`src/rtl/fft_post_pkg.sv`:
```
// Shared constants and types for the post-FFT power/peak stage.
package fft_post_pkg;

    localparam int LOGS_FFT_LEN = 13;
    localparam int INPUT_WIDTH  = 10;

    // tuser field positions
    localparam int IDX_LSB = 0;
    localparam int EXP_LSB = 16;
    localparam int EXP_W   = 5;

    // tdata lane offsets
    localparam int RE_LSB = 0;
    localparam int IM_LSB = 16;

    // o_err bit indices
    localparam int ERR_IDX  = 0;
    localparam int ERR_LAST = 1;
    localparam int ERR_EXP  = 2;
    localparam int ERR_W    = 3;

    typedef enum logic {
        HUNT = 1'b0,
        RUN  = 1'b1
    } frame_state_t;

    // Per-beat decisions made at the input, carried alongside the power pipeline
    typedef struct packed {
        logic             start;
        logic             cand;
        logic             good_end;
        logic [EXP_W-1:0] blk_exp;
    } beat_tag_t;

endpackage

```
`src/rtl/fft_pwr_calc.sv`:
```
// Three-stage |X|^2 pipeline: register inputs, square each lane, sum.
// Valid, last and bin index travel with the data.
module fft_pwr_calc #(
    parameter int IDX_W  = fft_post_pkg::LOGS_FFT_LEN,
    parameter int DATA_W = fft_post_pkg::INPUT_WIDTH
) (
    input  logic                     i_aclk,
    input  logic                     i_aresetn,
    input  logic                     beat_valid,
    input  logic                     beat_last,
    input  logic [IDX_W-1:0]         beat_idx,
    input  logic signed [DATA_W-1:0] beat_re,
    input  logic signed [DATA_W-1:0] beat_im,
    output logic                     pwr_valid,
    output logic                     pwr_last,
    output logic [IDX_W-1:0]         pwr_idx,
    output logic [2*DATA_W-1:0]      pwr_data
);

    // A squared DATA_W-bit signed value never exceeds 2^(2*DATA_W-2)
    localparam int SQ_W = 2 * DATA_W - 1;

    logic                     s1_valid;
    logic                     s1_last;
    logic [IDX_W-1:0]         s1_idx;
    logic signed [DATA_W-1:0] s1_re;
    logic signed [DATA_W-1:0] s1_im;

    logic                     s2_valid;
    logic                     s2_last;
    logic [IDX_W-1:0]         s2_idx;
    logic [SQ_W-1:0]          s2_sq_re;
    logic [SQ_W-1:0]          s2_sq_im;

    logic signed [SQ_W-1:0]   re_ext;
    logic signed [SQ_W-1:0]   im_ext;
    logic [SQ_W-1:0]          sq_re;
    logic [SQ_W-1:0]          sq_im;

    // Stage 1: capture the beat
    always_ff @(posedge i_aclk) begin
        if (!i_aresetn) begin
            s1_valid <= 1'b0;
            s1_last  <= 1'b0;
            s1_idx   <= '0;
            s1_re    <= '0;
            s1_im    <= '0;
        end else begin
            s1_valid <= beat_valid;
            s1_last  <= beat_last;
            s1_idx   <= beat_idx;
            s1_re    <= beat_re;
            s1_im    <= beat_im;
        end
    end

    // Sign-extend to the product width and square
    always_comb begin
        re_ext = {{(SQ_W-DATA_W){s1_re[DATA_W-1]}}, s1_re};
        im_ext = {{(SQ_W-DATA_W){s1_im[DATA_W-1]}}, s1_im};
        sq_re  = re_ext * re_ext;
        sq_im  = im_ext * im_ext;
    end

    // Stage 2: register the squares
    always_ff @(posedge i_aclk) begin
        if (!i_aresetn) begin
            s2_valid <= 1'b0;
            s2_last  <= 1'b0;
            s2_idx   <= '0;
            s2_sq_re <= '0;
            s2_sq_im <= '0;
        end else begin
            s2_valid <= s1_valid;
            s2_last  <= s1_last;
            s2_idx   <= s1_idx;
            s2_sq_re <= sq_re;
            s2_sq_im <= sq_im;
        end
    end

    // Stage 3: sum into the full power width (cannot overflow)
    always_ff @(posedge i_aclk) begin
        if (!i_aresetn) begin
            pwr_valid <= 1'b0;
            pwr_last  <= 1'b0;
            pwr_idx   <= '0;
            pwr_data  <= '0;
        end else begin
            pwr_valid <= s2_valid;
            pwr_last  <= s2_last;
            pwr_idx   <= s2_idx;
            pwr_data  <= {1'b0, s2_sq_re} + {1'b0, s2_sq_im};
        end
    end

endmodule

```
`src/rtl/fft_spectrum_peak.sv`:
```
// Post-FFT stage: per-bin power stream, per-frame peak report and framing checks.
//
//   state | meaning
//   ------+----------------------------------------------------------------
//   HUNT  | waiting for a valid index-0 beat to open a frame
//   RUN   | inside a frame; every beat checked for index, tlast, exponent
module fft_spectrum_peak #(
    parameter int LOGS_FFT_LEN = fft_post_pkg::LOGS_FFT_LEN,
    parameter int INPUT_WIDTH  = fft_post_pkg::INPUT_WIDTH,
    parameter int HALF_ONLY    = 1,
    parameter int SKIP_DC      = 1,
    localparam int PWR_WIDTH   = 2 * INPUT_WIDTH
) (
    input  logic                    i_aclk,
    input  logic                    i_aresetn,
    input  logic                    i_axi4s_data_tvalid,
    input  logic [31:0]             i_axi4s_data_tdata,
    input  logic                    i_axi4s_data_tlast,
    input  logic [23:0]             i_axi4s_data_tuser,
    input  logic                    i_err_clr,
    output logic                    o_pwr_tvalid,
    output logic [PWR_WIDTH-1:0]    o_pwr_tdata,
    output logic                    o_pwr_tlast,
    output logic [LOGS_FFT_LEN-1:0] o_pwr_tuser,
    output logic                    o_peak_valid,
    output logic [LOGS_FFT_LEN-1:0] o_peak_idx,
    output logic [PWR_WIDTH-1:0]    o_peak_pwr,
    output logic [4:0]              o_peak_exp,
    output logic [2:0]              o_err,
    output logic [15:0]             o_frame_cnt
);

    import fft_post_pkg::*;

    localparam logic [LOGS_FFT_LEN-1:0] IDX_ZERO  = '0;
    localparam logic [LOGS_FFT_LEN-1:0] IDX_ONE   = LOGS_FFT_LEN'(1);
    localparam logic [LOGS_FFT_LEN-1:0] IDX_LAST  = '1;
    localparam logic [LOGS_FFT_LEN-1:0] IDX_HALF  = IDX_ONE << (LOGS_FFT_LEN - 1);
    localparam int                      TAG_DEPTH = 3;

    logic                          beat_valid;
    logic                          beat_last;
    logic [LOGS_FFT_LEN-1:0]       beat_idx;
    logic [EXP_W-1:0]              beat_exp;
    logic signed [INPUT_WIDTH-1:0] beat_re;
    logic signed [INPUT_WIDTH-1:0] beat_im;
    logic                          unused_in;

    assign beat_valid = i_axi4s_data_tvalid;
    assign beat_last  = i_axi4s_data_tlast;
    assign beat_idx   = i_axi4s_data_tuser[IDX_LSB +: LOGS_FFT_LEN];
    assign beat_exp   = i_axi4s_data_tuser[EXP_LSB +: EXP_W];
    assign beat_re    = i_axi4s_data_tdata[RE_LSB +: INPUT_WIDTH];
    assign beat_im    = i_axi4s_data_tdata[IM_LSB +: INPUT_WIDTH];
    // Padding bits of tdata/tuser carry no meaning here
    assign unused_in  = ^{i_axi4s_data_tdata, i_axi4s_data_tuser};

    frame_state_t            state;
    frame_state_t            state_nxt;
    logic [LOGS_FFT_LEN-1:0] exp_idx;
    logic [LOGS_FFT_LEN-1:0] exp_idx_nxt;
    logic [EXP_W-1:0]        exp_lat;
    logic [EXP_W-1:0]        exp_lat_nxt;
    logic [ERR_W-1:0]        err_set;
    logic                    in_range;
    beat_tag_t               tag_in;

    // Decide whether a bin index lies inside the peak search window
    always_comb begin
        in_range = 1'b1;
        if (HALF_ONLY != 0 && beat_idx > IDX_HALF) begin
            in_range = 1'b0;
        end
        if (SKIP_DC != 0 && beat_idx == IDX_ZERO) begin
            in_range = 1'b0;
        end
    end

    // Framing state, expected index and the exponent latched on bin 0
    always_ff @(posedge i_aclk) begin
        if (!i_aresetn) begin
            state   <= HUNT;
            exp_idx <= '0;
            exp_lat <= '0;
        end else begin
            state   <= state_nxt;
            exp_idx <= exp_idx_nxt;
            exp_lat <= exp_lat_nxt;
        end
    end

    // Next state, framing checks and the tag describing this beat
    always_comb begin
        state_nxt      = state;
        exp_idx_nxt    = exp_idx;
        exp_lat_nxt    = exp_lat;
        err_set        = '0;
        tag_in         = '0;
        tag_in.blk_exp = beat_exp;
        if (beat_valid) begin
            unique case (state)
                HUNT: begin
                    if (beat_idx == IDX_ZERO) begin
                        state_nxt    = RUN;
                        exp_idx_nxt  = IDX_ONE;
                        exp_lat_nxt  = beat_exp;
                        tag_in.start = 1'b1;
                        tag_in.cand  = in_range;
                    end
                end
                RUN: begin
                    err_set[ERR_IDX]  = (beat_idx != exp_idx);
                    err_set[ERR_LAST] = (beat_last != (beat_idx == IDX_LAST));
                    err_set[ERR_EXP]  = (beat_exp != exp_lat);
                    if (|err_set) begin
                        // a failing beat never reopens a frame, even at index 0
                        state_nxt = HUNT;
                    end else begin
                        tag_in.cand = in_range;
                        if (beat_idx == IDX_LAST) begin
                            tag_in.good_end = 1'b1;
                            state_nxt       = HUNT;
                        end else begin
                            exp_idx_nxt = exp_idx + IDX_ONE;
                        end
                    end
                end
            endcase
        end
    end

    // Sticky error flags; a new error beats a simultaneous clear
    always_ff @(posedge i_aclk) begin
        if (!i_aresetn) begin
            o_err <= '0;
        end else begin
            o_err <= (i_err_clr ? '0 : o_err) | err_set;
        end
    end

    fft_pwr_calc #(
        .IDX_W  (LOGS_FFT_LEN),
        .DATA_W (INPUT_WIDTH)
    ) u_pwr_calc (
        .i_aclk     (i_aclk),
        .i_aresetn  (i_aresetn),
        .beat_valid (beat_valid),
        .beat_last  (beat_last),
        .beat_idx   (beat_idx),
        .beat_re    (beat_re),
        .beat_im    (beat_im),
        .pwr_valid  (o_pwr_tvalid),
        .pwr_last   (o_pwr_tlast),
        .pwr_idx    (o_pwr_tuser),
        .pwr_data   (o_pwr_tdata)
    );

    beat_tag_t tag_pipe [TAG_DEPTH];
    beat_tag_t tag_out;

    assign tag_out = tag_pipe[TAG_DEPTH-1];

    // Delay the beat tags to line up with the power pipeline output
    always_ff @(posedge i_aclk) begin
        if (!i_aresetn) begin
            for (int i = 0; i < TAG_DEPTH; i++) begin
                tag_pipe[i] <= '0;
            end
        end else begin
            tag_pipe[0] <= tag_in;
            for (int i = 1; i < TAG_DEPTH; i++) begin
                tag_pipe[i] <= tag_pipe[i-1];
            end
        end
    end

    logic [PWR_WIDTH-1:0]    run_pwr;
    logic [LOGS_FFT_LEN-1:0] run_idx;
    logic [PWR_WIDTH-1:0]    base_pwr;
    logic [LOGS_FFT_LEN-1:0] base_idx;
    logic [PWR_WIDTH-1:0]    best_pwr;
    logic [LOGS_FFT_LEN-1:0] best_idx;

    // Running maximum including the current beat; strict compare keeps the lowest index
    always_comb begin
        base_pwr = tag_out.start ? '0 : run_pwr;
        base_idx = tag_out.start ? IDX_ZERO : run_idx;
        best_pwr = base_pwr;
        best_idx = base_idx;
        if (tag_out.cand && (o_pwr_tdata > base_pwr)) begin
            best_pwr = o_pwr_tdata;
            best_idx = o_pwr_tuser;
        end
    end

    // Track the frame maximum and publish it on a clean frame end
    always_ff @(posedge i_aclk) begin
        if (!i_aresetn) begin
            run_pwr      <= '0;
            run_idx      <= '0;
            o_peak_valid <= 1'b0;
            o_peak_idx   <= '0;
            o_peak_pwr   <= '0;
            o_peak_exp   <= '0;
            o_frame_cnt  <= '0;
        end else begin
            o_peak_valid <= tag_out.good_end;
            if (tag_out.start || tag_out.cand) begin
                run_pwr <= best_pwr;
                run_idx <= best_idx;
            end
            if (tag_out.good_end) begin
                o_peak_idx  <= best_idx;
                o_peak_pwr  <= best_pwr;
                o_peak_exp  <= tag_out.blk_exp;
                o_frame_cnt <= o_frame_cnt + 16'd1;
            end
        end
    end

endmodule
```
`config.mk`:
```
export PLATFORM = sky130hd
export DESIGN_NAME = fft_spectrum_peak
export DESIGN_NICKNAME = d
export VERILOG_FILES = /design/src/rtl/fft_post_pkg.sv /design/src/rtl/fft_pwr_calc.sv /design/src/rtl/fft_spectrum_peak.sv
export SDC_FILE = /design/constraint.sdc
export NUM_CORES = 1
export LEC_CHECK = 0
export CORE_MARGIN = 2
export CORE_UTILIZATION = 35
export DETAILED_ROUTE_END_ITERATION = 10
export SLEW_MARGIN = 20
export SYNTH_ARGS = -nofsm -noshare
export SYNTH_HDL_FRONTEND = slang
export SYNTH_SLANG_ARGS = --single-unit
```
`constraint.sdc`:
```
create_clock -name i_aclk -period 11.3 [get_ports i_aclk]
set_clock_uncertainty 0.05 [all_clocks]
set_input_delay 2.26 -clock i_aclk [delete_from_list [all_inputs] [get_ports i_aclk]]
set_output_delay 2.26 -clock i_aclk [all_outputs]
set_load 0.01 [all_outputs]
```
Word level (Yosys, flattened, before mapping). Memory sizes are Yosys's and may differ from the RTL's. Cells that the tools add are included.

$mul: 2. Reduce and logical (&&, ||, !) cells: 6. Mux-type cells: 29. Shift operators: 0. Divide/modulo/power cells: 0. $lt $le $gt $ge: 2. Add/subtract/negate cells: 3. Equal/unequal tests: 7. Bitwise logic cells: 5.

Operator list (number): 2-to-1 mux 13 bit (5); 2-to-1 mux 20 bit (2); multiplier 10 x 10 -> 19 bit (2); case mux 13 bit (2 select lines) (1); 2-to-1 mux 8 bit (3); adder 19 x 19 -> 20 bit (1); > comparator 20 bit (1); adder 16 x 1 -> 16 bit, second input constant (1); adder 13 x 1 -> 13 bit, second input constant (1); == test 13 bit, second input constant (1); > comparator 13 bit, second input constant (1); logical NOT 13 bit (1); inequality test 13 bit (1); 2-to-1 mux 3 bit (4); 2-to-1 mux 1 bit (10); inequality test 2 bit, second input constant (3); inequality test 5 bit (1); 2-to-1 mux 2 bit (2); case mux 1 bit (2 select lines) (2); AND reduction 4 bit (1); bitwise OR 1 bit (3); bitwise OR 3 bit (1); AND reduction 3 bit (1); OR reduction 3 bit (1); 4 further kinds (4).

Memory bits (writable): 24. Memories: 1. Latch bits: 0. Output and inout port bits: 93. Flip-flop bits (word level): 233. Bits in read-only memories: 0.

Memories: tag_pipe (words 3, bits a word 8, read ports 3, clocked after Yosys merged registers in 0, wr ports 3, line fft_spectrum_peak.sv:158) `beat_tag_t tag_pipe [TAG_DEPTH];`.

Longest topological paths before layout. Gate-level depths: netlist of run 1.

Depth after elaboration: 7. Gate-level depth with buffers: 21.

Cells and area by module. Synthesis of run 1 repeated with hierarchy kept, for this count alone.

Cells, all modules: 1730. Area total of the unflattened synthesis: 16385.7 um^2.

By module, submodules not included: fft_pwr_calc (area each 10625.2 um^2, cells an instance 1111, instances 1); fft_spectrum_peak (area each 5760.5 um^2, cells an instance 619, instances 1).

Worst setup path before layout of run 1. No wires, ideal clock.

Path type: register to register. Start: register u_pwr_calc.s1_im[9]. End: register u_pwr_calc.s2_sq_im[18]. Library setup time: 0.132 ns. Arrival: 5.006 ns. Stages on the path, launching flop included: 21. Setup slack: 6.112 ns. Required time: 11.118 ns. Period minus slack after synthesis: 5.188 ns. Path through: dfxtp_1 clkbuf_1 nand2_1 inv_1 fa_1 inv_1 fa_1 inv_1 fa_1 fa_1 inv_1 fa_1 inv_1 ha_1 nand3_1 nor2_1 nand2_1 or2_2 a31oi_1 or3_1 a21oi_1.

Longest elaborated chain between the ends: 1.

Ends and longest elaborated chain: from (decl) (line fft_pwr_calc.sv:27) `logic signed [DATA_W-1:0] s1_im;`; from (signal assigned) (line fft_pwr_calc.sv:53) `s1_im <= beat_im;`; multiplier 10 x 10 -> 19 bit (line fft_pwr_calc.sv:62) `sq_im = im_ext * im_ext;`; to (signal assigned) (line fft_pwr_calc.sv:78) `s2_sq_im <= sq_im;`; to (decl) (line fft_pwr_calc.sv:33) `logic [SQ_W-1:0] s2_sq_im;`.

No other way between the ends. A chain may end at the register's enable or synchronous reset.

Final worst setup path of run 1.
Start: register u_pwr_calc.s1_re[9]. End: register u_pwr_calc.s2_sq_re[18].

Longest elaborated chain between the ends: 1.

Ends and longest elaborated chain: from (decl) (line fft_pwr_calc.sv:26) `logic signed [DATA_W-1:0] s1_re;`; from (signal assigned) (line fft_pwr_calc.sv:52) `s1_re <= beat_re;`; multiplier 10 x 10 -> 19 bit (line fft_pwr_calc.sv:61) `sq_re = re_ext * re_ext;`; to (signal assigned) (line fft_pwr_calc.sv:77) `s2_sq_re <= sq_re;`; to (decl) (line fft_pwr_calc.sv:32) `logic [SQ_W-1:0] s2_sq_re;`.

No other way between the ends.

==> results of run 1 <==
## metrics by stage
step	setup WS, ns	total power, mW	hold slack [ns]	util
after floorplan	6.11	1.62	0.362	-
after CTS	5.57	2.82	0.381	0.412
after global routing	5.30	2.97	0.392	0.412
after detailed placement	5.59	1.86	0.367	0.392
final	5.65	2.79	0.377	0.412
after global placement	5.74	1.84	0.365	0.392
## worst max path at each step
stage	startpoint	end	slack, ns
floorplan	u_pwr_calc.s1_im[9]	u_pwr_calc.s2_sq_im[18]	6.11
global placement	u_pwr_calc.s1_re[9]	u_pwr_calc.s2_sq_re[17]	5.74
detailed placement	u_pwr_calc.s1_re[9]	u_pwr_calc.s2_sq_re[17]	5.59
CTS	u_pwr_calc.s1_re[9]	u_pwr_calc.s2_sq_re[18]	5.57
global route	u_pwr_calc.s1_re[9]	u_pwr_calc.s2_sq_re[18]	5.30
finish	u_pwr_calc.s1_re[9]	u_pwr_calc.s2_sq_re[18]	5.65
## layer usage
layer / up-vias / part of all wire
met2: 189 / 0.48
met5: - / 0
met1: 5869 / 0.46
met3: 52 / 0.034
met4: 0 / 0.024
li1: 6116 / -
## cell usage in the layout (no fill, tap or decap), types with 15 or more instances in the layout
cell type,n
ha_1,129
clkdlybuf4s50_1,134
o31ai_1,16
nor3_1,30
fa_1,154
o22ai_1,21
inv_1,264
mux2i_1,15
nand3_1,50
xnor2_1,47
nor2b_1,38
or3_1,16
xor2_1,40
nand2_1,116
nand2b_1,21
o21ai_0,104
clkbuf_16,29
nor2_1,115
a21oi_1,44
and2_1,145
a21o_1,15
dfxtp_1,254
## power by group through the flow
stage	Sequential (mW)	Combinational [mW]	Clock, mW
finish	1.02	0.811	0.951
global placement	1.04	0.795	0
detailed placement	1.04	0.811	0
floorplan	1.02	0.597	0
CTS	1.02	0.818	0.983
global route	1.03	0.925	1.02
## critical path, cell delays in order, from the launching register on
cell and delay [ns]:
dfxtp_1 0.63, clkinv_1 0.45, nor2_1 0.27, fa_1 0.55, fa_1 0.55, fa_1 0.52
fa_1 0.54, inv_1 0.06, fa_1 0.55, inv_1 0.05, ha_1 0.21, or3_1 0.37
o211ai_1 0.14, a31oi_1 0.14, or3_1 0.33, a21oi_1 0.15
## cells by family after synthesis
kind of cell	after synthesis	synth area share
simple gates	587	0.183
buf+inv	345	0.0784
fa+ha+maj	283	0.280
compound gates	265	0.0996
flops	255	0.305
xor+xnor	87	0.0455
mux	15	0.00896
## registers in the layout (all words and copies together), names as in the netlist, 3 cells and up
signal / count
u_pwr_calc.s1_im: 10
exp_lat: 5
u_pwr_calc.s1_re: 10
run_pwr: 20
u_pwr_calc.pwr_idx: 13
u_pwr_calc.pwr_data: 20
u_pwr_calc.s2_sq_im: 18
tag_pipe: 24
exp_idx: 13
o_peak_pwr: 20
u_pwr_calc.s1_idx: 13
u_pwr_calc.s2_idx: 13
u_pwr_calc.s2_sq_re: 18
run_idx: 13
o_peak_idx: 13
o_err: 3
o_frame_cnt: 16
o_peak_exp: 5
## synth_stat cells (3+ instances only)
cell / instances
inv_1: 265
dfxtp_1: 255
fa_1: 154
and2_1: 145
ha_1: 129
nand2_1: 116
nor2_1: 115
o21ai_0: 104
clkbuf_1: 70
nand3_1: 50
xnor2_1: 47
a21oi_1: 44
xor2_1: 40
nor2b_1: 38
nor3_1: 30
nand2b_1: 21
o22ai_1: 21
o31ai_1: 16
or3_1: 16
a21o_1: 15
mux2i_1: 15
nand4_1: 14
o211a_1: 12
or3b_1: 12
nor4_1: 8
a211oi_1: 7
o211ai_1: 7
o21ai_1: 7
and3_1: 6
a31oi_1: 5
o21a_1: 5
buf_1: 4
or2_2: 4
buf_2: 3
nor3b_1: 3
o2bb2ai_1: 3
## cell type report
class / count / area (um^2)
Sequential cell: 255 / 5110
Clock inverter: 17 / 194
Multi-Input combinational cell: 1237 / 10300
Fill cell: 4627 / 27900
Inverter: 266 / 998
Clock buffer: 34 / 764
Timing Repair Buffer: 145 / 1420
Tap cell: 615 / 769
==> results.sh, run 1 <==
export IMPL_synth_cell_types=61
export IMPL_layout_cells_non_filler=2569
export IMPL_io_buffer_count=135
export IMPL_startpoint_type="register"
export IMPL_regToRegSetupSlack_ns=5.65
export IMPL_ioPinCount=154
export IMPL_row_count=80
export IMPL_synth_top_area_share=0.305
export IMPL_r2r_end="u_pwr_calc.s2_sq_re[18]"
export IMPL_clkSinkCount=255
export IMPL_busiest_layer="met2"
export IMPL_h_tree_depth=1
export IMPL_p_leak_nw=8.94
export IMPL_cts_buffers=29
export IMPL_finalHoldViolCount=0
export IMPL_grtUsageTotal=0.147
export IMPL_pwr_density_cell_mw_per_mm2=142
export IMPL_cts_max_path_buffers=3
export IMPL_fin_crit_sh=0.500
export IMPL_worstPathRequired_ns=11.74
export IMPL_drive_gt1_frac=0.0384
export IMPL_min_to="u_pwr_calc.s2_idx[7]"
export IMPL_vias_per_cell=4.76
export IMPL_drc_errors=0
export IMPL_grt_overflow_total=0
export IMPL_detail_route_antenna_nets=0
export IMPL_gp_congestion=0.834
export IMPL_grt_util_met1=0.195
export IMPL_power_frac_seq=0.368
export IMPL_clk_latency_ns=0.57
export IMPL_cts_resized=0
export IMPL_num_vias=12200
export IMPL_cts_hold_buf=0
export IMPL_fin_crit_ns=5.65
export IMPL_p_sw_mw=0.912
export IMPL_synth_cells=1837
export IMPL_ctsRootBufferMaster="clkbuf_16"
export IMPL_placedCellCount=2518
export IMPL_hpwl_um=26600
export IMPL_syn_to_final_growth_pct=16.9
export IMPL_drt_first_pass_iters=5
export IMPL_grt_pass1_wl_um=61000
export IMPL_sw_frac_of_total=0.327
export IMPL_synth_enable_flop_cells=0
export IMPL_grt_pass1_vias=12500
export IMPL_worst_pin_slew_ns=0.896
export IMPL_holdPathStages=1
export IMPL_nets=2278
export IMPL_diodes=0
export IMPL_worstHoldStart="u_pwr_calc.s1_idx[7]"
export IMPL_start_util=0.353
export IMPL_grt_use_met3=0.0191
export IMPL_grt_antenna_before_repair=1
export IMPL_clk_pin_slew_ns=0.06
export IMPL_cp_arrival_ns=6.08
export IMPL_r2r_cells=15
export IMPL_synth_nets=2181
export IMPL_synthTopCellsByArea="dfxtp_1, fa_1, ha_1"
export IMPL_critPathKind="register to register"
export IMPL_ir_worst_vdd_mv=0.0884
export IMPL_status="complete, no violations"
export IMPL_dominantRegCellSynth="dfxtp_1"
export IMPL_ys_seq_area_frac=0.305
export IMPL_design_area_mm2=0.0196
export IMPL_hp_class="register to register"
export IMPL_die_w_um=223
export IMPL_grtUsageMet2=0.251
export IMPL_place_area_mm2=0.0186
export IMPL_drv_slew=0
export IMPL_combPwrFrac=0.291
export IMPL_ys_seq_elements=255
export IMPL_cts_tree="done"
export IMPL_avgSynthCellArea_um2=9.13
export IMPL_drt_iter0_markers=606
export IMPL_r2r_start="u_pwr_calc.s1_re[9]"
export IMPL_internal_power_mw=1.88
export IMPL_relSlewSlack=0.402
export IMPL_setup_viol_count_final=0
export IMPL_post_cts_buffers=0
export IMPL_core_area_mm2=0.0475
export IMPL_grt_max_degree=103
export IMPL_routed_wl_um=35600
export IMPL_die_height_um=223
export IMPL_die_area_mm2=0.0497
export IMPL_setup_tns_ns=0
export IMPL_maxCapViolations=0
export IMPL_rsz0062_at_grt="no"
export IMPL_crit_fanout=12
export IMPL_fmax_mhz=177
export IMPL_syn_area_mm2=0.0168
export IMPL_yosys_warnings=0
export IMPL_clkPwrFrac=0.341
export IMPL_end_kind="register"
export IMPL_async_reset_ff_frac=0
export IMPL_yosysTopAreaCell="dfxtp_1"
export IMPL_post_drt_wl_per_cell_um=13.9
Note: power is estimated with default switching activity, not from simulation.
==> run 2, diff against run 1 <==
clock period = 5.8 ns   (was 11.3 ns; I/O delays follow)
==> results.sh, run 2 (same netlist as run 1, synthesis figures left out) <==
export IMPL_syn_to_final_growth_pct=17.5
export IMPL_drc_errors=0
export IMPL_fillCellCount=4629
export IMPL_path_cells="and2_1, inv_1, fa_1, inv_1, fa_1, inv_1, fa_1, fa_1, fa_1, inv_1, ha_1, a211oi_1, o21ai_0, o211ai_1, a31oi_1, or3_1, a21oi_1"
export IMPL_drt_met1_wl_um=16200
export IMPL_grtUsageTotal=0.145
export IMPL_relSlewSlack=0.504
export IMPL_cts_max_path_buffers=3
export IMPL_detail_route_antenna_nets=0
export IMPL_drv_slew=0
export IMPL_cts_buffers=29
export IMPL_post_drt_wl_per_cell_um=13.7
export IMPL_routed_wl_um=35300
export IMPL_setup_tns_ns=0
export IMPL_crit_fanout=12
export IMPL_maxCapViolations=0
export IMPL_clkSinkCount=255
export IMPL_startpoint_type="register"
export IMPL_critPathBufInv=4
export IMPL_diodes=0
export IMPL_finalHoldViolCount=0
export IMPL_p_leak_nw=8.98
export IMPL_num_vias=12300
export IMPL_start_util=0.353
export IMPL_ir_worst_vdd_mv=0.222
export IMPL_critical_path_top_delay_family="adder cells"
export IMPL_h_tree_depth=1
export IMPL_ioPinCount=154
export IMPL_cts_resized=0
export IMPL_ctsRootBufferMaster="clkbuf_16"
export IMPL_hpwl_um=26700
export IMPL_fin_crit_ns=5.37
export IMPL_cts_tree="done"
export IMPL_hp_class="register to register"
export IMPL_grt_max_degree=83
export IMPL_grt_pass1_wl_um=60500
export IMPL_cts_hold_buf=0
export IMPL_largest_reg_flops=24
export IMPL_grt_antenna_before_repair=0
export IMPL_fin_crit_sh=0.926
export IMPL_critPathKind="register to register"
export IMPL_place_ws_ns=0.455
export IMPL_drt_first_pass_iters=5
export IMPL_post_cts_buffers=0
export IMPL_drive_gt1_frac=0.0412
export IMPL_maxUsedRoutingLayer="met4"
export IMPL_r2r_start="u_pwr_calc.s1_im[2]"
export IMPL_drt_iter0_markers=731
export IMPL_status="complete, no violations"
export IMPL_clk_pin_slew_ns=0.06
export IMPL_grt_overflow_total=0
export IMPL_crit_path_start="u_pwr_calc.s1_im[2]"
export IMPL_r2r_cells=17
export IMPL_setup_viol_count_final=0
export IMPL_wl_met2_um=16800
export IMPL_die_height_um=223
export IMPL_nets=2285
export IMPL_critPathSlowestCell="dfxtp_1"
export IMPL_pwr_density_cell_mw_per_mm2=278
export IMPL_fmax_mhz=186
export IMPL_core_area_mm2=0.0475
export IMPL_gp_congestion=0.802
export IMPL_die_area_mm2=0.0497
export IMPL_clk_latency_ns=0.59
export IMPL_rsz0062_at_grt="no"
export IMPL_cpPeakStageDelay_ns=0.60
export IMPL_end_kind="register"
export IMPL_worstPathRequired_ns=6.24
export IMPL_critPathMostFrequentCell="fa_1"
export IMPL_setup_ws_ns=0.429
export IMPL_vias_per_cell=4.77
export IMPL_grt_pass1_vias=12400
export IMPL_io_buffer_count=135
export IMPL_die_w_um=223
export IMPL_r2r_end="u_pwr_calc.s2_sq_im[18]"
export IMPL_layout_commonest_cell="inv_1"
export IMPL_route_met3_wl_um=1350
export IMPL_largest_register="tag_pipe"
export IMPL_worst_pin_slew_ns=0.744
export IMPL_endpoint="u_pwr_calc.s2_sq_im[18]"
export IMPL_crit_cells=17
export IMPL_regToRegSetupSlack_ns=0.43
export IMPL_row_count=80
export IMPL_layout_cells_most_common_list="inv_1, dfxtp_1, fa_1"
export IMPL_cp_arrival_ns=5.81
run 2: cell type report:
cell class              count  area (um^2)  area share
inverters                 266          998      0.0507
multi-input cells        1237        10300       0.525
well taps                 615          769      0.0391
flip-flops and latches    255         5110       0.259
repair buffers            152         1480      0.0750
clock inverters            17          228      0.0116
clock buffers              37          766      0.0389
run 2: through the flow:
stage,power (mW),hold WS (ns),instances,util,area [um^2]
after floorplan,3.16,0.362,1837,-,16800
after global placement,3.58,0.364,2525,0.393,18700
after detailed placement,3.61,0.368,2525,0.393,18700
after CTS,5.54,0.382,2579,0.414,19700
after global routing,5.84,0.395,2579,0.414,19700
final,5.47,0.380,2579,0.414,19700
run 2: worst min-delay path by stage:
stage / depth (start not counted) / end / slack [ns] / startpoint
2_1_floorplan: 1 / tag_pipe[0][10] / 0.36 / tag_pipe[0][2]
3_5_place_dp: 1 / u_pwr_calc.pwr_idx[1] / 0.37 / u_pwr_calc.s2_idx[1]
4_1_cts: 1 / u_pwr_calc.pwr_idx[3] / 0.38 / u_pwr_calc.s2_idx[3]
6_report: 1 / u_pwr_calc.pwr_idx[1] / 0.38 / u_pwr_calc.s2_idx[1]
5_1_grt: 1 / tag_pipe[0][9] / 0.39 / tag_pipe[0][1]
3_3_place_gp: 1 / u_pwr_calc.s2_last / 0.36 / u_pwr_calc.s1_last
run 2: report_power, final:
group          total [mW]  internal [mW]  switching (mW)  leakage (nW)
Combinational        1.58          0.689           0.888          6.42
Sequential           1.99           1.88           0.110          2.08
Clock                1.90           1.13           0.777         0.475
Total                5.47           3.70            1.77          8.98
run 2: per-layer routing:
| metal | up-vias | track usage |
|---|---|---|
| met4 | 0 | 0.0452 |
| met1 | 5871 | 0.193 |
| met2 | 246 | 0.248 |
| met5 | - | 0 |
| li1 | 6145 | - |
| met3 | 46 | 0.0171 |
==> run 3, diff against run 2 <==
CORE_MARGIN = 4   (was 2)
PLACE_DENSITY = 0.55   (was default)
==> results.sh, run 3 (same netlist as run 1, synthesis figures left out) <==
export IMPL_grt_antenna_before_repair=1
export IMPL_drt_first_pass_iters=5
export IMPL_startpoint_type="register"
export IMPL_rsz0062_at_grt="no"
export IMPL_drc_errors=0
export IMPL_worst_pin_slew_ns=1.00
export IMPL_relSlewSlack=0.332
export IMPL_busiest_layer="met2"
export IMPL_cp_arrival_ns=5.79
export IMPL_worstPathRequired_ns=6.18
export IMPL_end_kind="register"
export IMPL_grt_pass1_vias=12300
export IMPL_place_ws_ns=0.345
export IMPL_hp_class="register to register"
export IMPL_setup_viol_count_final=0
export IMPL_crit_fanout=13
export IMPL_fin_crit_sh=0.934
export IMPL_cts_resized=0
export IMPL_io_buffer_count=135
export IMPL_grt_util_met1=0.197
export IMPL_drive_gt1_frac=0.0423
export IMPL_status="complete, no violations"
export IMPL_grt_pass1_wl_um=60800
export IMPL_finalHoldViolCount=0
export IMPL_grtUsageMet2=0.233
export IMPL_largest_register="tag_pipe"
export IMPL_path_cells="buf_4, and2_1, inv_1, fa_1, inv_1, fa_1, fa_1, fa_1, inv_1, fa_1, inv_1, ha_1, or3_1, o211ai_1, o31ai_1, a21oi_1, xor2_1, nor2_1"
export IMPL_post_cts_buffers=0
export IMPL_cts_tree="done"
export IMPL_routed_wl_um=35900
export IMPL_critical_path_top_delay_family="adder cells"
export IMPL_clkSinkCount=255
export IMPL_p_leak_nw=8.99
export IMPL_critPathKind="register to register"
export IMPL_ir_worst_vdd_mv=0.263
export IMPL_grtUsageTotal=0.141
export IMPL_fmax_mhz=185
export IMPL_row_count=79
export IMPL_cts_max_path_buffers=3
export IMPL_layout_cells_most_common_list="inv_1, dfxtp_1, fa_1"
export IMPL_gp_congestion=0.823
export IMPL_largest_reg_flops=24
export IMPL_die_height_um=227
export IMPL_die_area_mm2=0.0515
export IMPL_setup_ws_ns=0.383
export IMPL_cts_hold_buf=0
export IMPL_post_route_util=0.419
export IMPL_vias_per_cell=4.77
export IMPL_pwr_density_cell_mw_per_mm2=275
export IMPL_critPathBufInv=5
export IMPL_h_tree_depth=1
export IMPL_grt_overflow_total=0
export IMPL_cts_buffers=29
export IMPL_hold_slack_ns=0.380
export IMPL_clk_latency_ns=0.56
export IMPL_clk_pin_slew_ns=0.06
export IMPL_grt_max_degree=104
export IMPL_setup_tns_ns=0
export IMPL_ioPinCount=154
export IMPL_num_vias=12300
export IMPL_syn_to_final_growth_pct=17.3
export IMPL_critPathSlowestCell="dfxtp_1"
export IMPL_maxCapViolations=0
export IMPL_critPathMostFrequentCell="fa_1"
export IMPL_fillCellCount=4658
export IMPL_start_util=0.357
export IMPL_cpPeakStageDelay_ns=0.64
export IMPL_nets=2285
export IMPL_fin_crit_ns=5.42
export IMPL_core_area_mm2=0.0470
export IMPL_detail_route_antenna_nets=0
export IMPL_drv_slew=0
export IMPL_die_w_um=227
export IMPL_grt_use_met3=0.0175
export IMPL_drt_iter0_markers=630
export IMPL_ctsRootBufferMaster="clkbuf_16"
export IMPL_hpwl_um=27200
export IMPL_layout_commonest_cell="inv_1"
export IMPL_post_drt_wl_per_cell_um=14.0
## run 3: cell type report
cell class              count  area [um^2]  share of cell area
multi-input cells        1237        10300               0.526
diodes                      1         2.50            0.000127
clock buffers              42          855              0.0435
inverters                 266          998              0.0508
well taps                 607          759              0.0386
clock inverters            12          119             0.00605
flip-flops and latches    255         5110               0.260
repair buffers            152         1480              0.0751
## run 3: power breakdown
| group | switching [mW] | internal, mW |
|---|---|---|
| clock network | 0.756 | 1.08 |
| logic | 0.883 | 0.690 |
| registers | 0.115 | 1.88 |
## run 3: metal layers
| layer | wire [um] | part of all wire |
|---|---|---|
| met3 | 1430 | 0.040 |
| met4 | 642 | 0.018 |
| met1 | 17100 | 0.48 |
| met5 | 0 | 0 |
| met2 | 16700 | 0.47 |
## run 3: final timing paths
| kind | cells after the start | slack, ns | end | startpoint |
|---|---|---|---|---|
| worst max-delay path | 18 | 0.38 | u_pwr_calc.s2_sq_im[17] | u_pwr_calc.s1_im[9] |
| worst max register to register | 18 | 0.38 | u_pwr_calc.s2_sq_im[17] | u_pwr_calc.s1_im[9] |
| worst min-delay path | 1 | 0.38 | tag_pipe[0][10] | tag_pipe[0][2] |
| worst min register to register | 1 | 0.38 | tag_pipe[0][10] | tag_pipe[0][2] |
## run 3: metrics by stage
stage	instance area, um^2	std cells	total power [mW]
after CTS	19700	2571	5.49
after floorplan	16800	1837	3.16
final	19700	2572	5.40
after detailed placement	18700	2517	3.62
after global placement	18700	2517	3.60
after global routing	19700	2572	5.78
## run 3: worst reg2reg max path, cell delays in order, from the launching register on
cell and delay (ns):
dfxtp_1 0.64, buf_4 0.23, and2_1 0.18, inv_1 0.07, fa_1 0.60, inv_1 0.12, fa_1 0.51, fa_1 0.52
fa_1 0.54, inv_1 0.05, fa_1 0.53, inv_1 0.04, ha_1 0.21, or3_1 0.31, o211ai_1 0.14, o31ai_1 0.13
a21oi_1 0.20, xor2_1 0.17, nor2_1 0.05
==> RTL change 1, RTL diff (config.mk and constraints of run 1) <==
`pwr_data` no longer has a reset.
--- a/src/rtl/fft_pwr_calc.sv
+++ b/src/rtl/fft_pwr_calc.sv
@@ -87,3 +87,2 @@
             pwr_idx   <= '0;
-            pwr_data  <= '0;
         end else begin
@@ -92,4 +91,7 @@
             pwr_idx   <= s2_idx;
-            pwr_data  <= {1'b0, s2_sq_re} + {1'b0, s2_sq_im};
         end
+    end
+
+    always_ff @(posedge i_aclk) begin
+        pwr_data <= {1'b0, s2_sq_re} + {1'b0, s2_sq_im};
     end
Function: changed (a bounded check fails within 4 cycles, from zero or initial values and one cycle with i_aresetn low; the reset may be asserted at any time).
==> RTL change 1 against run 1 <==
  * Fmax decreased by 2.1%
  * Wire length increased by 1.6%
  * Critical path depth stayed put
  * Power up 3.4%
  * Area after synthesis shrank 2.1%
  * Count of clock-buffer cells in the layout is 1 higher
  * Worst setup slack got worse by 0.12 ns
  * Clock power grew 9%
  * Core utilization grew 0.45 points
  * Cell area down 1.2%
  * Sequential cell count unchanged
  * Largest power group unchanged
==> RTL change 1: results (changes against run 1) <==
[drt]
drt_first_pass_iters=5  ; unchanged
via_per_inst=4.80  ; +0.87%
post-route-drc-count=0  ; unchanged
drtIter0Drc=548  ; -9.6%
wl_per_cell_um=14.6  ; +5.5%

[layout]
nets=2188  ; -4.0%
largest_register_ffs=24  ; unchanged
post-route-cell-area_um2=19400  ; -1.2%
top_register=tag_pipe
drive_above_1_share=0.0407  ; +0.00232
final_cells=2474  ; -3.7%
fillers=4546  ; -1.8%
antennaDiodeCount=0  ; unchanged

[synthesis]
ys_seq_area_frac=0.311  ; +0.00648
synth_area_leaders=dfxtp_1, fa_1, ha_1, inv_1, and2_1
ys_types=60  ; -1.6%
avgSynthCellArea_um2=9.39  ; +2.8%
synth_common_cells=dfxtp_1, inv_1, fa_1
synth_nets=2093  ; -4.0%
yosys_warnings=0  ; unchanged
synthArstFlopShare=0  ; unchanged

[clocking]
clock_latency_ns=0.59  ; +0.02 ns
post-cts-setup-buffer-count=0  ; unchanged
root_buffer=clkbuf_16
cts_resized=0  ; unchanged
htree_levels=1  ; unchanged
numCtsBuffers=30  ; +3.4%
path_clk_slew_ns=0.07
clockBufferDepth=3  ; unchanged

[placed_design]
dp_hpwl_um=27500  ; +3.2%
pre_cts_slack_ns=5.55  ; -0.0385 ns
io_buffers=135  ; unchanged
detailed_place.area_um2=18300  ; -2.0%
routabilityCongestion=0.833  ; -0.12%
place_inst=2419  ; -3.9%

[timing]
finalSetupViolCount=0  ; unchanged
worst_slew_margin_rel=0.295  ; -0.107

[hold_path]
hold-path-cell-count=1  ; unchanged
hp-class=register to register

[global_route]
grt_max_degree=88  ; -15%
antenna_found_initial=0  ; -1
grt_pass1_wl_um=60700  ; -0.52%
grt_use_total=0.152  ; +0.00563
first_global_vias=12300  ; -1.5%

[power]
leakage_nw=8.75  ; -2.0%
ir_drop_mv=0.126  ; +43%

[critical_path]
crit_fanout=12  ; unchanged
slowest_delay_ns=0.67  ; +0.04 ns
cp_slowest_cell=dfxtp_1
ff2ff_path_depth=15  ; unchanged

[run_status]
outcome=finished, final reports clean

==> RTL change 1: logic make-up after synthesis <==
group / count (synthesis) / share of synthesized area
AOI/OAI and AO/OA: 292 / 0.108
xor gates and xnor gates: 85 / 0.0454
adders and majority gates: 283 / 0.286
buffers and inverters: 325 / 0.0748
DFF: 255 / 0.311
muxes: 17 / 0.0104
and+or+nand+nor: 492 / 0.164
==> RTL change 1: power breakdown <==
part	internal, mW	switching (mW)
combinational	0.365	0.428
clock	0.633	0.410
sequential	0.978	0.0670
total	1.98	0.905
==> RTL change 1: critical path, delay by kind of cell, from the launching register on <==
kind            cells  cell delay (ns)
simple gates        2             0.37
buf+inv             3             0.55
xor+xnor            1             0.20
flops               1             0.67
compound gates      3             0.81
fa+ha+maj           6             2.93
==> RTL change 1: metal layers <==
| metal | GRT usage | part of all wire |
|---|---|---|
| met1 | 0.203 | 0.47 |
| met4 | 0.0391 | 0.020 |
| met3 | 0.0230 | 0.042 |
| met2 | 0.259 | 0.47 |
| met5 | 0 | 0 |
==> RTL change 1: final cells by class <==
class / count / area share
Inverter: 247 / 0.0479
Multi-Input combinational cell: 1169 / 0.521
Timing Repair Buffer: 141 / 0.0720
Sequential cell: 255 / 0.264
Clock buffer: 35 / 0.0418
Clock inverter: 20 / 0.0145
Tap cell: 607 / 0.0392
==> RTL change 1: worst paths after layout <==
check | slack (ns) | endpoint | from
max reg2reg | 5.53 | u_pwr_calc.s2_sq_im[18] | u_pwr_calc.s1_im[9]
min reg2reg | 0.38 | u_pwr_calc.s2_idx[2] | u_pwr_calc.s1_idx[2]
max | 5.53 | u_pwr_calc.s2_sq_im[18] | u_pwr_calc.s1_im[9]
min | 0.38 | u_pwr_calc.s2_idx[2] | u_pwr_calc.s1_idx[2]
==> RTL change 2, RTL diff (settings of run 1) <==
Made on the original files. Set the parameter `HALF_ONLY` to 0 (it was 1).
--- a/src/rtl/fft_spectrum_peak.sv
+++ b/src/rtl/fft_spectrum_peak.sv
@@ -9,3 +9,3 @@
     parameter int INPUT_WIDTH  = fft_post_pkg::INPUT_WIDTH,
-    parameter int HALF_ONLY    = 1,
+    parameter int HALF_ONLY    = 0,
     parameter int SKIP_DC      = 1,
Function: not settled (the Yosys comparison gave no result); the edit may change what the design does.
==> RTL change 2 against run 1 <==
  * Wire length is 9.1% higher
  * Critical path type unchanged
  * Highest routed layer unchanged
  * Power rose by 5.7%
  * Area after synthesis grew 3.0%
  * Sequential cell count did not move
  * Combinational power rose by 16%
  * Worst setup slack lost 0.055 ns
  * Cell area up 2.8%
  * Worst hold slack better by 0.0034 ns
  * Largest cell class unchanged
==> RTL change 2: results (changes against run 1) <==
[clocking]
htree_levels=1  ; unchanged
numCtsBuffers=30  ; +3.4%
root_buffer=clkbuf_16
clock_latency_ns=0.57  ; about the same
post-cts-setup-buffer-count=0  ; unchanged
clockBufferDepth=3  ; unchanged
path_clk_slew_ns=0.06  ; about the same

[drt]
via_per_inst=4.85  ; +1.8%
routed_wl_um=38800  ; +9.1%
drtIter0Drc=667  ; +10%

[timing]
worst_slew_margin_rel=0.313  ; -0.0892

[synthesis]
ys_seq_area_frac=0.296  ; -0.00898
synth_nets=2212  ; +1.4%
ys_types=64  ; +4.9%
synth_common_cells=inv_1, dfxtp_1, fa_1
synth_area_leaders=dfxtp_1, fa_1, ha_1, inv_1, and2_1
ys.flop_type=dfxtp_1
yosys_warnings=0  ; unchanged

[global_route]
grt_use_total=0.156  ; +0.00869
grt_max_degree=83  ; -19%
first_global_vias=13200  ; +5.9%
grt_pass1_wl_um=65300  ; +6.9%

[layout]
fillers=4849  ; +4.8%
antennaDiodeCount=0  ; unchanged
nets=2297  ; +0.83%
top_register=tag_pipe
drive_above_1_share=0.0481  ; +0.00969

[power]
ir_drop_mv=0.131  ; +49%
leakage_nw=8.90  ; -0.36%

[placed_design]
dp_hpwl_um=29200  ; +9.9%
pre_cts_slack_ns=5.61  ; +0.0161 ns
routabilityCongestion=0.831  ; -0.31%
io_buffers=135  ; unchanged

[hold_path]
hp-class=register to register

[critical_path]
crit_fanout=11  ; -1
cp_slowest_cell=dfxtp_1
slowest_delay_ns=0.61  ; -0.02 ns
worstPathArrival_ns=6.06  ; -0.02 ns

[run_status]
outcome=finished, final reports clean

## RTL change 2: layout make-up
class / instances / area share
Multi-Input combinational cell: 1253 / 0.535
Sequential cell: 255 / 0.254
Timing Repair Buffer: 143 / 0.0700
Inverter: 270 / 0.0504
Tap cell: 664 / 0.0412
Clock buffer: 38 / 0.0403
Clock inverter: 17 / 0.00957
## RTL change 2: final timing paths
path | startpoint | to | slack, ns | cells past startpoint
hold / removal | u_pwr_calc.s2_idx[2] | u_pwr_calc.pwr_idx[2] | 0.38 | 1
setup / recovery | u_pwr_calc.s1_re[9] | u_pwr_calc.s2_sq_re[18] | 5.60 | 17
hold reg to reg | u_pwr_calc.s2_idx[2] | u_pwr_calc.pwr_idx[2] | 0.38 | 1
setup reg to reg | u_pwr_calc.s1_re[9] | u_pwr_calc.s2_sq_re[18] | 5.60 | 17
## RTL change 2: logic make-up (layout without fill, tap and decap cells)
family / count (synthesis) / count (layout) / share of synthesized area
compound gates: 262 / 262 / 0.108
buf+inv: 360 / 468 / 0.0813
simple gates: 616 / 616 / 0.195
fa+ha+maj: 283 / 283 / 0.272
flops: 255 / 255 / 0.296
mux: 21 / 21 / 0.0122
xor+xnor: 71 / 71 / 0.0360
## RTL change 2: worst reg2reg max path, delay by kind of cell (launching register included)
family | cells | cell delay, ns
AOI/OAI and AO/OA | 4 | 0.96
adders and majority gates | 6 | 2.83
buffers and inverters | 5 | 0.71
DFF | 1 | 0.61
and+or+nand+nor | 2 | 0.38
## RTL change 2: layer usage
layer | share of wire | track usage | vias to the layer above
met5 | 0 | 0 | -
met4 | 0.021 | 0.0361 | 0
met3 | 0.040 | 0.0237 | 55
met2 | 0.48 | 0.269 | 234
met1 | 0.46 | 0.204 | 6230
li1 | - | - | 6272
## RTL change 2: through the flow
step	instance area, µm²	std cells	utilization	total power [mW]
2_1_floorplan	17300	1868	-	1.75
3_3_place_gp	19100	2585	0.392	1.98
3_5_place_dp	19100	2585	0.392	2.00
4_1_cts	20100	2640	0.412	3.00
5_1_grt	20100	2640	0.412	3.15
6_report	20100	2640	0.412	2.94
## RTL change 2: power by group
part | internal (mW) | switching, mW | total (mW) | leakage, nW
clock | 0.579 | 0.396 | 0.975 | 0.495
combinational | 0.406 | 0.531 | 0.937 | 6.33
sequential | 0.967 | 0.0657 | 1.03 | 2.08
total | 1.95 | 0.993 | 2.94 | 8.90
